### src/rtl/contador.sv
// contador: 4-bit up/down/down-by-3/load counter with registered wrap pulse
//   CLK   in   clock, all state changes on rising edge
//   RESET in   synchronous active-high clear (Q=0, RCO=0)
//   ENB   in   1 = apply MODO operation, 0 = hold Q and clear RCO
//   MODO  in   00 up 1, 01 down 1, 10 down 3, 11 load D
//   D     in   parallel-load data
//   Q     out  registered count
//   RCO   out  registered one-cycle pulse on each modulo-16 wrap
module contador (
   input  logic       CLK,
   input  logic       RESET,
   input  logic       ENB,
   input  logic [1:0] MODO,
   input  logic [3:0] D,
   output logic [3:0] Q,
   output logic       RCO
);
   logic [3:0] nxt;
   logic       wrap;
   // 4-bit subtraction wraps naturally, so Q<3 in mode 10 lands on Q+13
   always_comb begin
      nxt  = MODO == 2'b00 ? Q + 4'd1 :
             MODO == 2'b01 ? Q - 4'd1 :
             MODO == 2'b10 ? Q - 4'd3 :
             MODO == 2'b11 ? D : Q;
      wrap = MODO == 2'b00 ? Q == 4'd15 :
             MODO == 2'b01 ? Q == 4'd0 :
             MODO == 2'b10 ? Q < 4'd3 : 1'b0;
   end
   always_ff @(posedge CLK) begin
      if (RESET) begin
         Q   <= 4'd0;
         RCO <= 1'b0;
      end else if (ENB) begin
         Q   <= nxt;
         RCO <= wrap;
      end else begin
         RCO <= 1'b0;
      end
   end
endmodule

### config.mk
export PLATFORM = sky130hd
export DESIGN_NAME = contador
export DESIGN_NICKNAME = d
export VERILOG_FILES = /design/src/rtl/contador.sv
export SDC_FILE = /design/constraint.sdc
export NUM_CORES = 1
export LEC_CHECK = 0
export ABC_CLOCK_PERIOD_IN_PS = 4600
export CAP_MARGIN = 30
export CORE_AREA = 2 2 39 41
export CTS_BUF_LIST = sky130_fd_sc_hd__clkbuf_2 sky130_fd_sc_hd__clkbuf_4 sky130_fd_sc_hd__clkbuf_8
export CTS_CLUSTER_DIAMETER = 200
export DETAILED_ROUTE_END_ITERATION = 12
export DIE_AREA = 0 0 41 43
export GPL_TIMING_DRIVEN = 0
export PLACE_DENSITY = 0.64
export SLEW_MARGIN = 40
export SYNTH_ARGS = -nofsm -noshare
export SYNTH_HDL_FRONTEND = slang
export SYNTH_SLANG_ARGS = --single-unit
### constraint.sdc
create_clock -name CLK -period 4.6 [get_ports CLK]
set_clock_uncertainty 0.05 [all_clocks]
set_input_delay 0.69 -clock CLK [delete_from_list [all_inputs] [get_ports CLK]]
set_output_delay 0.69 -clock CLK [all_outputs]
set_load 0.02 [all_outputs]
---- Word-level counts from Yosys, hierarchy flattened ----
Cells that the tools add are included.
word-level totals
  register bits ........................... 5
  word-level logic and storage cells ...... 23
cells by class
  bitwise operators ....................... 1
  add/sub/neg operators ................... 3
  reductions and logical operators ........ 5
  order comparisons ....................... 1
  eq/ne operators ......................... 4
  mux-type cells .......................... 7
operators by type and width
  cell                                                                    number
  4-bit two-way mux                                                       4
  4-bit by 1-bit adder with 4-bit output (second input constant)          1
  2-bit equality test (second input constant)                             2
  4-bit equality test (second input constant)                             1
  4-bit zero test                                                         1
  4-bit by 2-bit < comparator with 1-bit output (second input constant)   1
  4-bit nonzero test                                                      1
  4-bit by 1-bit subtractor with 4-bit output (second input constant)     1
  4-bit by 2-bit subtractor with 4-bit output (second input constant)     1
  1-bit two-way mux                                                       3
  2-bit by 1-bit equality test with 1-bit output (second input constant)  1
  2-bit zero test                                                         1
  2-bit AND reduction                                                     1
  2-bit OR reduction                                                      1
  1-bit inverter                                                          1

---- Depth between registers and ports, before layout ----
  depth after elaboration ................. 5
  mapped depth ............................ 7
  gate-level depth less buffers ........... 6

---- Worst setup path before layout ----
Ideal clock, no wire load.
  path kind ............................... input to register
  start ................................... input port MODO[0]
  end ..................................... register Q[2]
  slack ................................... 2.625 ns
  path buffers ............................ 1
  setup time .............................. 0.074 ns
  data required time ...................... 4.476 ns
  arrival time ............................ 1.851 ns
  stages .................................. 7
  path through ............................ inv_1 ha_1 buf_4 or3b_2 o311ai_0 nand2_1 a31oi_1
between the ends
  word-level cells in the longest chain between the ends .. 4
RTL lines
  element               line  text
  start, declared       13    input logic [1:0] MODO,
  2-bit equality test   24    MODO == 2'b10 ? Q - 4'd3 :
  4-bit two-way mux     24
  4-bit two-way mux     23    MODO == 2'b01 ? Q - 4'd1 :
  4-bit two-way mux     22    nxt = MODO == 2'b00 ? Q + 4'd1 :
  end signal, assigned  35    Q <= nxt;
  end, declared         15    output logic [3:0] Q,
Several ways; a longest one is shown, not always the timed one.
A chain may end at the register's enable or synchronous reset.

---- Worst setup path in the final report ----
Ends and elaborated chain as after synthesis.

==> results.md <==
- Outcome: finished, final reports clean
- Starting Density: 0.352
- Syn avg cell area: 7.85 um2
- WS Path Type: in2reg
- Clock Sinks: 5
- Async SR Flop Fraction: 0
- Die X: 41 um
- Maximum clock path buffer count: 2
- XOR/XNOR share of the synthesized area: 0.0360
- RSZ-0062 raised after global routing: no
- Worst Tran Pin Value: ~0.42 ns
- Root buffer cell: clkbuf_4
- Hold Path Cell Cnt: 2
- Vias in the first global route: 416
- Drt total wl: 1070 um
- Fin Setup TNS: 0 ns
- Largest family of logic cells by synthesized area: simple AND/OR/NAND/NOR gates
- Area Overhead vs Synth: 35.0%
- Grt ovf: 0
- Post-CTS Setup Inserts: 0
- Ys Warns: 0
- # DRC: 0
- Placed cells: 90
- Synth Area in Simple Gates: 0.290
- Worst-path clk slew: 0.04 ns
- Mux cell area share after synthesis: 0.0206
- Compound-Gate Fraction of Synth Area: 0.221
- Dominant synthesized flop cell: dfxtp_1
- Peak supply drop: 0.264 mV
- Largest cells by area after synthesis: dfxtp_1 21%, ha_1 13%, nand2_1 6.2%
- Min-delay src: Q[1]$_SDFFE_PP0P_
- Core Box Area: between 1000 and 1500 um2
- Commonest cells in the netlist: 8 x nand2_1, 5 x dfxtp_1, 5 x ha_1
- Leak: 0.259 nW
- FF-to-FF Start: Q[0]$_SDFFE_PP0P_
- Hold Path End: Q[1]$_SDFFE_PP0P_
- Via-to-Cell Ratio: 5.12
- Fin crit share: 0.511
- Worst Hold Class: reg2reg
- DRT Pass-1 Iters: 4
- Relative slew margins: 0.722
- Wirelength per Cell: 11.4 um
- Unique cell type count in the Yosys netlist: 33
- Slew Viols, Final: 0
- CTS tree: built
- DRT iter0 DRCs: 8
- Hold Violations, Final: 0
- Total global-route track usage: 0.146
- #FFs+latches synth: 5
- Worst Setup End Kind: flip-flop
- Min Tclk post-route: 2.35 ns
- Peak Freq: 0.426 GHz
- Final GP Congestion: 0.783
- # hold bufs at CTS: 0
- Antenna viol nets, final: 0
- Critical path fanouts, max: 10
- Die Y-Extent: 43 um
- Clock buffer count from CTS: 3
- # H-tree levels: 1
- Std cell rows: 14
- Port Buffer Count: 12
- Diodes inserted: 0
- Vias: 481
- Final Non-Filler Cells: 94
- Pwr Density: 245 nW/um2
- Post-Syn Area: 487 um2
- Seq/Total Area, Yosys: 0.206
- Fill cell count: 153
- Layout cell share with drive strength beyond 1: 0.167
- Die area: 1760 um2
- Critical R2R Capture: Q[1]$_SDFFE_PP0P_
- Top-count cell post-synth: nand2_1
- Final setup viols: 0
- Initial antenna violation count: 0
- R2R setup slack: 2.82 ns
- Worst-case reg-to-reg path depth: 5
- Cts repair resizes: 0
- Top cell type's share of synthesized area: 0.206
- Leading area contributor after synthesis: dfxtp_1
- Largest net degree at the start of global routing: 11
- MaxCap Viol Count: 0
- Number of synthesized flops with an enable pin: 0
- WP data arrival: 2.46 ns
- Clk_lat worst skew: 0.24 ns
- CP Launch Type: input pin
- Nets: 93
- Global-route wire length before repair: ~1700 um
- Critical Path RT: 4.71 ns
- Syn Inst Count: 62
- Syn nets: 76
- Synth Area in Adders: 0.129
- IO Pins: 14
==> registers in the layout, indices dropped and copies added (netlist names) <==
name  flops
RCO       1
Q         4
==> cell families after synthesis <==
logic type | after synthesis
DFF | 5
AOI/OAI and AO/OA | 14
buffers and inverters | 9
adders and majority gates | 5
muxes | 1
and+or+nand+nor | 26
xor gates and xnor gates | 2
==> worst max-delay path by stage <==
stage	startpoint	endpoint	cells after the start
2_1_floorplan	MODO[0]	Q[2]$_SDFFE_PP0P_	7
3_3_place_gp	MODO[0]	Q[2]$_SDFFE_PP0P_	8
3_5_place_dp	MODO[0]	Q[2]$_SDFFE_PP0P_	8
4_1_cts	MODO[0]	Q[2]$_SDFFE_PP0P_	8
5_1_grt	MODO[1]	Q[2]$_SDFFE_PP0P_	8
6_report	MODO[0]	Q[2]$_SDFFE_PP0P_	8
==> cells in the final DEF, fill, tap and decap left out, types with 2 or more instances in the layout <==
cell,synthesis,routed
a21oi_1,4,4
clkbuf_4,0,4
clkdlybuf4s50_1,0,12
dfxtp_1,5,5
ha_1,5,5
inv_1,4,4
nand2_1,8,8
nor2_1,4,4
nor3_1,4,4
nor3b_1,2,2
or3b_2,2,2
==> routing by layer <==
layer,wire length (um),vias to the layer above,GRT usage
li1,-,254,-
met3,74,0,0.0942
met2,504,16,0.216
met1,490,211,0.187
met4,0,0,0
met5,0,-,0
==> through the flow <==
stage / util / area, um2 / worst slack [ns] / hold WS [ns] / power (W)
6_report: 0.475 / 657 / 2.25 / 0.543 / 0.000161
2_1_floorplan: - / 487 / 2.63 / 0.579 / 0.0000867
3_5_place_dp: 0.453 / 627 / 1.99 / 0.532 / 0.000106
5_1_grt: 0.475 / 657 / 2.11 / 0.597 / 0.000174
3_3_place_gp: 0.453 / 627 / 2.01 / 0.532 / 0.000106
4_1_cts: 0.475 / 657 / 2.24 / 0.541 / 0.000164
==> critical path, stage by stage <==
cell and delay, ns:
clkdlybuf4s50_1 0.48, inv_1 0.06, ha_1 0.22, buf_4 0.17
or3b_2 0.45, o311ai_0 0.11, nand2_1 0.10, a31oi_1 0.18
==> power by group <==
part	internal [W]	total, W	switching [W]
registers	0.0000470	0.0000525	0.00000550
logic	0.0000275	0.0000532	0.0000257
clock network	0.0000386	0.0000550	0.0000164
==> cell type report <==
cell class                 count  area (um2)  share of cell area
buffer                         5        32.5              0.0495
clock buffer                   4        30.0              0.0457
inverter                       4        15.0              0.0229
multi-input combinational     48         339               0.516
sequential                     5         100               0.152
tap                           16        20.0              0.0305
timing repair buffer          12         120               0.183
No activity file was read; power rests on OpenSTA's default activity.
